<file path="config.mk">
export PLATFORM = sky130hd
export DESIGN_NAME = axi_up_desc_queue_flat
export DESIGN_NICKNAME = d
export VERILOG_FILES = /design/src/rtl/axi_up_desc_queue_if.sv /design/src/rtl/axi_up_desc_queue.sv /design/src/flat_wrapper.sv
export SDC_FILE = /design/constraint.sdc
export NUM_CORES = 1
export LEC_CHECK = 0
export ABC_AREA = 1
export CORE_UTILIZATION = 35
export DETAILED_ROUTE_END_ITERATION = 6
export HOLD_SLACK_MARGIN = 0.05
export PLACE_DENSITY_LB_ADDON = 0.08
export SYNTH_ARGS = -nofsm -noshare
export SYNTH_HDL_FRONTEND = slang
export SYNTH_SLANG_ARGS = --single-unit
</file>
<file path="constraint.sdc">
create_clock -name ACLK -period 8.8 [get_ports ACLK]
set_clock_uncertainty 0.05 [all_clocks]
set_input_delay 2.64 -clock ACLK [delete_from_list [all_inputs] [get_ports ACLK]]
set_output_delay 2.64 -clock ACLK [all_outputs]
set_load 0.005 [all_outputs]
</file>
<file path="src/rtl/axi_up_desc_queue_if.sv">
// Push channel and copy-controller command channel of the descriptor queue.
// The queue sits on the slave modport; software and the controller on master.
interface axi_up_desc_queue_if #(
  parameter int ADDR_WIDTH = 32,
  parameter int SIZE_WIDTH = 16
);
  logic                  push_valid_i;
  logic                  push_ready_o;
  logic [ADDR_WIDTH-1:0] push_src_i;
  logic [ADDR_WIDTH-1:0] push_dst_i;
  logic [SIZE_WIDTH-1:0] push_size_i;

  logic [ADDR_WIDTH-1:0] src_addr_o;
  logic [ADDR_WIDTH-1:0] dst_addr_o;
  logic [SIZE_WIDTH-1:0] size_o;
  logic                  trigger_pulse_o;
  logic                  ctrl_busy_i;

  modport slave (
    input  push_valid_i, push_src_i, push_dst_i, push_size_i, ctrl_busy_i,
    output push_ready_o, src_addr_o, dst_addr_o, size_o, trigger_pulse_o
  );

  modport master (
    output push_valid_i, push_src_i, push_dst_i, push_size_i, ctrl_busy_i,
    input  push_ready_o, src_addr_o, dst_addr_o, size_o, trigger_pulse_o
  );
endinterface

</file>
<file path="src/rtl/axi_up_desc_queue.sv">
// Descriptor queue and sequencer feeding the user-plugin AXI copy controller.
// Optional start timeout (sticky err_o, discard head) enabled by UP_DESC_TIMEOUT_EN.
module axi_up_desc_queue #(
  parameter int ADDR_WIDTH = 32,
  parameter int SIZE_WIDTH = 16,
  parameter int DEPTH      = 4,
  parameter int CNT_WIDTH  = 8
) (
  input  logic                   ACLK,
  input  logic                   ARESETn,
  axi_up_desc_queue_if.slave     bus,
  input  logic                   enable_i,
  input  logic                   flush_pulse_i,
  input  logic                   clr_int_pulse_i,
  input  logic                   int_en_i,
  output logic [$clog2(DEPTH):0] count_o,
  output logic                   active_o,
  output logic [CNT_WIDTH-1:0]   done_cnt_o,
  output logic                   err_o,
  output logic                   int_pending_o,
  output logic                   int_o
);

  localparam int PTR_W = $clog2(DEPTH);
  localparam logic [PTR_W:0]     FULL_COUNT = (PTR_W+1)'(DEPTH);
  localparam logic [PTR_W:0]     CNT_ONE    = {{PTR_W{1'b0}}, 1'b1};
  localparam logic [PTR_W-1:0]   PTR_ONE    = {{(PTR_W-1){1'b0}}, 1'b1};
  localparam logic [CNT_WIDTH-1:0] DONE_ONE = {{(CNT_WIDTH-1){1'b0}}, 1'b1};

  typedef enum logic [1:0] {IDLE, ISSUE, WAIT_START, WAIT_DONE} state_t;

  state_t                state;
  logic [PTR_W-1:0]      wr_ptr, rd_ptr, wr_ptr_next, rd_ptr_next;
  logic [PTR_W:0]        count, count_next;
  logic                  push_ready;
  logic                  trigger;
  logic [ADDR_WIDTH-1:0] src_q, dst_q;
  logic [SIZE_WIDTH-1:0] size_q;
  logic [CNT_WIDTH-1:0]  done_cnt;
  logic                  int_pending;

  logic                  push_fire, pop, timeout, retire, start_issue;

  logic [ADDR_WIDTH-1:0] src_mem  [DEPTH];
  logic [ADDR_WIDTH-1:0] dst_mem  [DEPTH];
  logic [SIZE_WIDTH-1:0] size_mem [DEPTH];

  always_comb begin
    push_fire   = bus.push_valid_i & push_ready & ~flush_pulse_i;
    pop         = (state == WAIT_DONE) & ~bus.ctrl_busy_i;
    retire      = pop | timeout;
    start_issue = (state == IDLE) & enable_i & (count != '0) & ~bus.ctrl_busy_i
                  & ~flush_pulse_i;

    wr_ptr_next = wr_ptr;
    rd_ptr_next = rd_ptr;
    count_next  = count;
    if (flush_pulse_i) begin
      if (state == IDLE) begin
        wr_ptr_next = '0;
        rd_ptr_next = '0;
        count_next  = '0;
      end else if (retire) begin
        // The in-flight head finishes in the flush cycle, so nothing is kept.
        rd_ptr_next = rd_ptr + PTR_ONE;
        wr_ptr_next = rd_ptr + PTR_ONE;
        count_next  = '0;
      end else begin
        wr_ptr_next = rd_ptr + PTR_ONE;
        count_next  = CNT_ONE;
      end
    end else begin
      if (retire)    rd_ptr_next = rd_ptr + PTR_ONE;
      if (push_fire) wr_ptr_next = wr_ptr + PTR_ONE;
      case ({push_fire, retire})
        2'b10:   count_next = count + CNT_ONE;
        2'b01:   count_next = count - CNT_ONE;
        default: count_next = count;
      endcase
    end
  end

  // NOTE: descriptor storage has no reset; an entry is only read after it was written.
  always_ff @(posedge ACLK) begin
    if (push_fire) begin
      src_mem[wr_ptr]  <= bus.push_src_i;
      dst_mem[wr_ptr]  <= bus.push_dst_i;
      size_mem[wr_ptr] <= bus.push_size_i;
    end
  end

  always_ff @(posedge ACLK or negedge ARESETn) begin
    if (!ARESETn) begin
      state       <= IDLE;
      wr_ptr      <= '0;
      rd_ptr      <= '0;
      count       <= '0;
      push_ready  <= 1'b0;
      trigger     <= 1'b0;
      src_q       <= '0;
      dst_q       <= '0;
      size_q      <= '0;
      done_cnt    <= '0;
      int_pending <= 1'b0;
    end else begin
      wr_ptr     <= wr_ptr_next;
      rd_ptr     <= rd_ptr_next;
      count      <= count_next;
      push_ready <= (count_next != FULL_COUNT);
      trigger    <= 1'b0;

      case (state)
        IDLE: begin
          if (start_issue) begin
            state   <= ISSUE;
            trigger <= 1'b1;
            src_q   <= src_mem[rd_ptr];
            dst_q   <= dst_mem[rd_ptr];
            size_q  <= size_mem[rd_ptr];
          end
        end
        ISSUE:      state <= WAIT_START;
        WAIT_START: begin
          if (bus.ctrl_busy_i) state <= WAIT_DONE;
          else if (timeout)    state <= IDLE;
        end
        WAIT_DONE: begin
          if (pop) begin
            state    <= IDLE;
            done_cnt <= done_cnt + DONE_ONE;
          end
        end
        default: state <= IDLE;
      endcase

      // NOTE: non-blocking assignments; the later set overrides a same-cycle clear.
      if (clr_int_pulse_i)              int_pending <= 1'b0;
      if (retire && count_next == '0)   int_pending <= 1'b1;
    end
  end

`ifdef UP_DESC_TIMEOUT_EN
  logic [3:0] timer;
  logic       err_q;

  // timer holds the number of cycles since the trigger cycle.
  assign timeout = (state == WAIT_START) & ~bus.ctrl_busy_i & (timer == 4'd14);

  always_ff @(posedge ACLK or negedge ARESETn) begin
    if (!ARESETn) begin
      timer <= '0;
      err_q <= 1'b0;
    end else begin
      if (start_issue)                                timer <= '0;
      else if (state == ISSUE || state == WAIT_START) timer <= timer + 4'd1;
      if (clr_int_pulse_i) err_q <= 1'b0;
      if (timeout)         err_q <= 1'b1;
    end
  end

  assign err_o = err_q;
`else
  assign timeout = 1'b0;
  assign err_o   = 1'b0;
`endif

  assign bus.push_ready_o    = push_ready;
  assign bus.src_addr_o      = src_q;
  assign bus.dst_addr_o      = dst_q;
  assign bus.size_o          = size_q;
  assign bus.trigger_pulse_o = trigger;

  assign count_o       = count;
  assign active_o      = (state != IDLE);
  assign done_cnt_o    = done_cnt;
  assign int_pending_o = int_pending;
  assign int_o         = int_en_i & int_pending;

endmodule

</file>
<file path="src/flat_wrapper.sv">
// flat-port wrapper written by rule: the top's interface ports become plain ports
module axi_up_desc_queue_flat 
#(
  parameter int ADDR_WIDTH = 32,
  parameter int SIZE_WIDTH = 16,
  parameter int DEPTH      = 4,
  parameter int CNT_WIDTH  = 8
)
  (ACLK, ARESETn, enable_i, flush_pulse_i, clr_int_pulse_i, int_en_i, count_o, active_o, done_cnt_o, err_o, int_pending_o, int_o, bus_push_valid_i, bus_push_src_i, bus_push_dst_i, bus_push_size_i, bus_ctrl_busy_i, bus_push_ready_o, bus_src_addr_o, bus_dst_addr_o, bus_size_o, bus_trigger_pulse_o);
  axi_up_desc_queue_if #(.ADDR_WIDTH(ADDR_WIDTH), .SIZE_WIDTH(SIZE_WIDTH)) bus_i ();
  input  logic ACLK;
  input  logic ARESETn;
  input  logic enable_i;
  input  logic flush_pulse_i;
  input  logic clr_int_pulse_i;
  input  logic int_en_i;
  output logic [$clog2(DEPTH):0] count_o;
  output logic active_o;
  output logic [CNT_WIDTH-1:0] done_cnt_o;
  output logic err_o;
  output logic int_pending_o;
  output logic int_o;
  input wire logic [$bits(bus_i.push_valid_i)-1:0] bus_push_valid_i;
  input wire logic [$bits(bus_i.push_src_i)-1:0] bus_push_src_i;
  input wire logic [$bits(bus_i.push_dst_i)-1:0] bus_push_dst_i;
  input wire logic [$bits(bus_i.push_size_i)-1:0] bus_push_size_i;
  input wire logic [$bits(bus_i.ctrl_busy_i)-1:0] bus_ctrl_busy_i;
  output wire logic [$bits(bus_i.push_ready_o)-1:0] bus_push_ready_o;
  output wire logic [$bits(bus_i.src_addr_o)-1:0] bus_src_addr_o;
  output wire logic [$bits(bus_i.dst_addr_o)-1:0] bus_dst_addr_o;
  output wire logic [$bits(bus_i.size_o)-1:0] bus_size_o;
  output wire logic [$bits(bus_i.trigger_pulse_o)-1:0] bus_trigger_pulse_o;
  assign bus_i.push_valid_i = bus_push_valid_i;
  assign bus_i.push_src_i = bus_push_src_i;
  assign bus_i.push_dst_i = bus_push_dst_i;
  assign bus_i.push_size_i = bus_push_size_i;
  assign bus_i.ctrl_busy_i = bus_ctrl_busy_i;
  assign bus_push_ready_o = bus_i.push_ready_o;
  assign bus_src_addr_o = bus_i.src_addr_o;
  assign bus_dst_addr_o = bus_i.dst_addr_o;
  assign bus_size_o = bus_i.size_o;
  assign bus_trigger_pulse_o = bus_i.trigger_pulse_o;
  axi_up_desc_queue #(.ADDR_WIDTH(ADDR_WIDTH), .SIZE_WIDTH(SIZE_WIDTH), .DEPTH(DEPTH), .CNT_WIDTH(CNT_WIDTH)) u_core (.ACLK(ACLK), .ARESETn(ARESETn), .bus(bus_i), .enable_i(enable_i), .flush_pulse_i(flush_pulse_i), .clr_int_pulse_i(clr_int_pulse_i), .int_en_i(int_en_i), .count_o(count_o), .active_o(active_o), .done_cnt_o(done_cnt_o), .err_o(err_o), .int_pending_o(int_pending_o), .int_o(int_o));
endmodule
</file>
Word-level counts from Yosys, hierarchy flattened
Memories as Yosys holds them, arrays and structs flattened. A register that Yosys moved wholly into a read port is not among the register bits.
Cells that the tools add are included.
{ "classes": {"add_sub_neg": 5, "eq_ne": 9, "muxes": 20, "bitwise_logic": 10, "n_reduce_logical": 13} }
{ "ops": {"columns": ["op", "count"], "rows": [
  ["2-bit 2-to-1 mux", 9],
  ["8-bit by 1-bit adder with 8-bit output, second input constant", 1],
  ["1-bit AND", 8],
  ["2-bit case mux with 4 select lines", 1],
  ["1-bit 2-to-1 mux", 7],
  ["2-bit equality test, second input constant", 3],
  ["3-bit 2-to-1 mux", 2],
  ["3-bit case mux with 2 select lines", 1],
  ["2-bit nonzero test", 3],
  ["2-bit by 1-bit adder with 2-bit output, second input constant", 2],
  ["2-bit by 1-bit equality test with 1-bit output, second input constant", 2],
  ["2-bit by 1-bit != test with 1-bit output, second input constant", 2],
  ["2-bit AND reduction", 2],
  ["3-bit by 1-bit adder with 3-bit output, second input constant", 1],
  ["1-bit zero test", 3],
  ["3-bit zero test", 1],
  ["3-bit != test, second input constant", 1],
  ["3-bit AND reduction", 1],
  ["3-bit nonzero test", 1],
  ["3-bit by 1-bit subtractor with 3-bit output, second input constant", 1],
  ["2-bit zero test", 1],
  ["2-bit != test, second input constant", 1],
  ["1-bit inverter", 2],
  ["1-bit logical AND", 1]
]} }
{ "word_totals": {"ff_bits": 20, "mem_bits_rw": 320, "in_bits": 88, "output_inout_bits": 97, "elab_cells": 68, "n_memories": 3} }
{ "memory_table": {"columns": ["name", "words", "word_bits", "read_ports", "rd_ports_with_merged_regs", "wr", "line", "source"], "rows": [
  ["u_core.dst_mem", 4, 32, 1, 1, 1, "axi_up_desc_queue.sv:45", "logic [ADDR_WIDTH-1:0] dst_mem [DEPTH];"],
  ["u_core.src_mem", 4, 32, 1, 1, 1, "axi_up_desc_queue.sv:44", "logic [ADDR_WIDTH-1:0] src_mem [DEPTH];"],
  ["u_core.size_mem", 4, 16, 1, 1, 1, "axi_up_desc_queue.sv:46", "logic [SIZE_WIDTH-1:0] size_mem [DEPTH];"]
]} }

Depth between registers and ports, before layout
{ "depth": {"depth_word": 8, "depth_mapped": 12, "ltp_nobuf": 12} }

Worst setup path after synthesis
Ideal clock, no wire load.
{ "synth_path": {"path_type": "input to register", "start": "input flush_pulse_i", "end": "memory u_core.dst_mem[0][0] (enable)", "arrival_time_ps": 6324, "required_ps": 8231, "slack_ps": 1907, "path_stages": 3, "path_buffers": 0, "path_cell_list": "nor3_1 inv_1 nor2_1"} }
{ "synth_via": {"elab_chain_cells": 4} }
{ "synth_lines": {"columns": ["item", "line", "source"], "rows": [
  ["start: declaration", "flat_wrapper.sv:14", "input logic flush_pulse_i;"],
  ["1-bit inverter", "axi_up_desc_queue.sv:49", "push_fire = bus.push_valid_i & push_ready & ~flush_pulse_i;"],
  ["1-bit AND", "axi_up_desc_queue.sv:49", null],
  ["1-bit 2-to-1 mux", "axi_up_desc_queue.sv:85", "if (push_fire) begin"],
  ["1-bit 2-to-1 mux (not written as such)", "axi_up_desc_queue.sv:87", "dst_mem[wr_ptr] <= bus.push_dst_i;"],
  ["end: declaration", "axi_up_desc_queue.sv:45", null]
]} }
Every way passes these cells.

Final worst setup path
{ "layout_path": {"start": "input int_en_i", "end": "output int_o"} }
{ "layout_via": {"elab_chain_cells": 1} }
{ "layout_lines": {"columns": ["item", "line", "source"], "rows": [
  ["start: declaration", "flat_wrapper.sv:16", "input logic int_en_i;"],
  ["1-bit AND", "axi_up_desc_queue.sv:177", "assign int_o = int_en_i & int_pending;"],
  ["end: declaration", "flat_wrapper.sv:22", "output logic int_o;"]
]} }
Every way passes these cells.

==> results.sh <==
export IMPL_result_of_the_run="complete, no violations"
export IMPL_syn_nets=1434
export IMPL_power_sequential_fraction_pct=45.5
export IMPL_clock_tree_root_cell="clkbuf_16"
export IMPL_min_delay_path_class="reg2reg"
export IMPL_most_frequent_cell_on_the_critical_path="clkdlybuf4s50_1"
export IMPL_netlist_area_sq_mm=0.0162
export IMPL_placer_s_final_routability_congestion_estimate=0.717
export IMPL_number_of_antenna_violations_at_the_first_check_in_global_routing=0
export IMPL_synth_warnings=0
export IMPL_area_growth_pct=23.2
export IMPL_post_drt_wl_per_cell_um=17.4
export IMPL_ys_types=31
export IMPL_floorplan_initialDensity_pct=35.6
export IMPL_synth_edff_count=320
export IMPL_grt_max_degree=92
export IMPL_cts_reportedPaths_clkPinSlew_ns=0.06
export IMPL_drtPass1Iterations=5
export IMPL_drcViolationCount=0
export IMPL_core_area_sq_mm=0.0455
export IMPL_syn_avg_cell_area_sq_um=12.1
export IMPL_setup_viol=0
export IMPL_post_route_min_period_ns=6.37
export IMPL_n_fill_cell=4253
export IMPL_post_cts_hold_buffer_count=0
export IMPL_min_period_over_period_pct=72.4
export IMPL_layout_drive_gt1_share_pct=5.83
export IMPL_switchingPower_mw=1.79
export IMPL_fin_tns_setup_ns=0
export IMPL_cellInternalPower_mw=4.23
export IMPL_worst_ir_drop_vdd_uv=132
export IMPL_floorplan_die_width_um=217
export IMPL_max_cap_violations=0
export IMPL_clock_tree_buffer_depth=3
export IMPL_ioPinCount=185
export IMPL_cts_sinks=420
export IMPL_finalHoldWorstSlack_ns=0.426
export IMPL_async_reset_ff_share_pct=23.8
export IMPL_num_nets_final=1608
export IMPL_fraction_of_power_consumed_by_the_clock_network_pct=30.1
export IMPL_floorplan_rows=78
export IMPL_arrival_time_at_the_worst_endpoint_ns=3.68
export IMPL_p_sw_share_pct=29.7
export IMPL_global_route_usage_total_pct=16.3
export IMPL_leakage_nw=7.51
export IMPL_die_height_um=217
export IMPL_critPathTopFamily="buffers and inverters"
export IMPL_antenna_left=0
export IMPL_utilization_pct=43.9
export IMPL_path_cells="clkdlybuf4s50_1 > nand2_1 > inv_1 > clkdlybuf4s50_1"
export IMPL_grt_setup_unrepaired="false"
export IMPL_grt_overflow_total=0
export IMPL_slew_viol_final=0
export IMPL_number_of_cts_inserted_buffers=45
export IMPL_postCtsResizedCells=0
export IMPL_max_stage_delay_ns=0.48
export IMPL_critPathCaptureType="output pin"
export IMPL_power_combinational_fraction_pct=24.5
export IMPL_synth_yosys_seq_area_share_pct=74.8
export IMPL_maxSlewHeadroom_pct=27.5
export IMPL_cts_setup_buffers=0
export IMPL_final_hold_violation_count=0
export IMPL_design_die_area_sq_mm=0.0471
export IMPL_insertedDiodeCount=0
export IMPL_worst_setup_path_type="in2out"
export IMPL_clk_latency_ns=0.56
export IMPL_htree_num_levels=2
export IMPL_port_buffers=183
export IMPL_dp_hpwl_mm=20.0
export IMPL_critPathBufInv=3
export IMPL_synth_main_ff_cell="edfxtp_1"
export IMPL_cp_required_ns=6.11
export IMPL_cells_after_synth=1335
export IMPL_power_density_mw_per_mm2=301
export IMPL_multi_input_comb_area_sq_mm=0.00359
export IMPL_route_final_wire_length_mm=37.4
export IMPL_cp_slowest_cell="clkdlybuf4s50_1"
export IMPL_worst_slew_pin_transition_ns=1.09
export IMPL_global_route_wire_length_before_repair_mm=58.7
export IMPL_critPathMaxFanout=1
export IMPL_tritoncts="built"
export IMPL_vias=10100
export IMPL_detail_route_iter0_violations=671
export IMPL_postSynthRegisterBits=420
export IMPL_fmax_mhz=157
export IMPL_sequential_cell_area_sq_mm=0.0121
export IMPL_first_global_vias=10100
export IMPL_power_mw=6.01
export IMPL_critPathLaunchType="input pin"
export IMPL_viasPerCell=4.71
==> cell usage in the layout (no fill, tap or decap), types with 10 or more instances in the layout <==
cell type	Yosys	final
o21ai_0	85	85
clkbuf_8	0	12
clkbuf_16	0	46
dfrtp_1	100	98
nand3_1	12	12
edfxtp_1	320	320
o21ai_1	156	156
nor2_1	250	246
clkdlybuf4s50_1	0	182
inv_1	33	33
ha_1	10	10
nand2_1	271	271
buf_4	3	15
clkbuf_1	31	20
==> tightest hold or removal path, cell delays in order, from the launching register on <==
cell	delay (ns)
dfrtp_1	0.34
nand2_1	0.05
nand2_1	0.05
==> cell type report <==
cell class                      count  share of cell area [%]
Multi-Input combinational cell    810                    18.0
Clock inverter                      5                   0.194
Clock buffer                       78                    6.97
Tap cell                          600                    3.76
Sequential cell                   420                    60.7
Inverter                           35                   0.690
Timing Repair Buffer              197                    9.69
==> cells in the mapped netlist, types with 2 or more instances <==
| cell type | instances | share of area [%] |
|---|---|---|
| xor2_1 | 4 | 0.22 |
| o21ai_1 | 156 | 4.8 |
| nand3_1 | 12 | 0.37 |
| nor3_1 | 2 | 0.062 |
| o21ai_0 | 85 | 2.6 |
| ha_1 | 10 | 0.77 |
| clkbuf_1 | 31 | 0.72 |
| nand2_1 | 271 | 6.3 |
| inv_1 | 33 | 0.76 |
| nor2_1 | 250 | 5.8 |
| buf_8 | 2 | 0.19 |
| or2_2 | 2 | 0.077 |
| buf_6 | 10 | 0.70 |
| buf_4 | 3 | 0.14 |
| a21oi_1 | 3 | 0.093 |
| nand4_1 | 3 | 0.12 |
| o22ai_1 | 2 | 0.077 |
| edfxtp_1 | 320 | 59 |
| buf_2 | 24 | 0.74 |
| dfrtp_1 | 100 | 15 |
| xnor2_1 | 2 | 0.11 |
==> state kept, by name, indices dropped and copies added, names as in the netlist <==
register / cells
u_core.dst_mem: 128
u_core.src_mem: 128
u_core.size_mem: 64
u_core.bus.dst_addr_o: 32
u_core.bus.src_addr_o: 32
u_core.bus.size_o: 16
u_core.done_cnt_o: 8
u_core.count_o: 3
u_core.rd_ptr: 2
u_core.state: 2
u_core.wr_ptr: 2
u_core.bus.push_ready_o: 1
u_core.bus.trigger_pulse_o: 1
u_core.int_pending_o: 1
==> stage by stage <==
stage	std cells	area (sq um)	setup WS [ns]
6_report	2145	20000	2.43
5_1_grt	2145	20000	2.40
4_1_cts	2145	20000	2.42
3_5_place_dp	2062	18500	2.43
3_3_place_gp	2062	18500	2.41
2_1_floorplan	1335	16200	1.91
==> power groups by stage <==
stage               registers (mW)  logic (mW)  clock network (mW)
detailed placement            2.78        1.51                   0
finish                        2.73        1.47                1.81
CTS                           2.74        1.52                1.87
global route                  2.78        1.68                1.95
global placement              2.78        1.51                   0
floorplan                     2.69       0.892                   0
==> layer usage <==
metal / global-route usage, % / routed length [um] / up-vias
met2: 26.9 / 18200 / 176
li1: - / - / 4914
met5: 0 / 0 / -
met4: 5.05 / 700 / 0
met1: 21.7 / 17200 / 4964
met3: 3.03 / 1410 / 45
==> path summary, 6_finish.rpt <==
path	from	to	slack, ns	depth (start not counted)
worst max-delay path	int_en_i	int_o	2.43	4
worst min-delay path	u_core.bus.src_addr_o[10]	u_core.bus.src_addr_o[10]	0.43	2
worst max register to register	u_core.rd_ptr[0]	u_core.bus.src_addr_o[5]	5.69	6
worst min register to register	u_core.bus.src_addr_o[10]	u_core.bus.src_addr_o[10]	0.43	2
max in group asynchronous	ARESETn	u_core.rd_ptr[0]	5.29	2
min in group asynchronous	ARESETn	u_core.bus.src_addr_o[1]	2.06	1
==> logic make-up (layout without fill, tap and decap cells) <==
logic type      after synthesis  in the layout  synth area share (%)
mux                           1              1                0.0618
other cells                   1              1                0.0231
compound gates              248            248                  7.72
xor+xnor                      7              7                 0.425
flops                       420            420                  74.8
buf+inv                     105            315                  3.31
fa+ha+maj                    11             11                 0.896
simple gates                542            542                  12.8
Note: power is estimated with default switching activity, not from simulation.
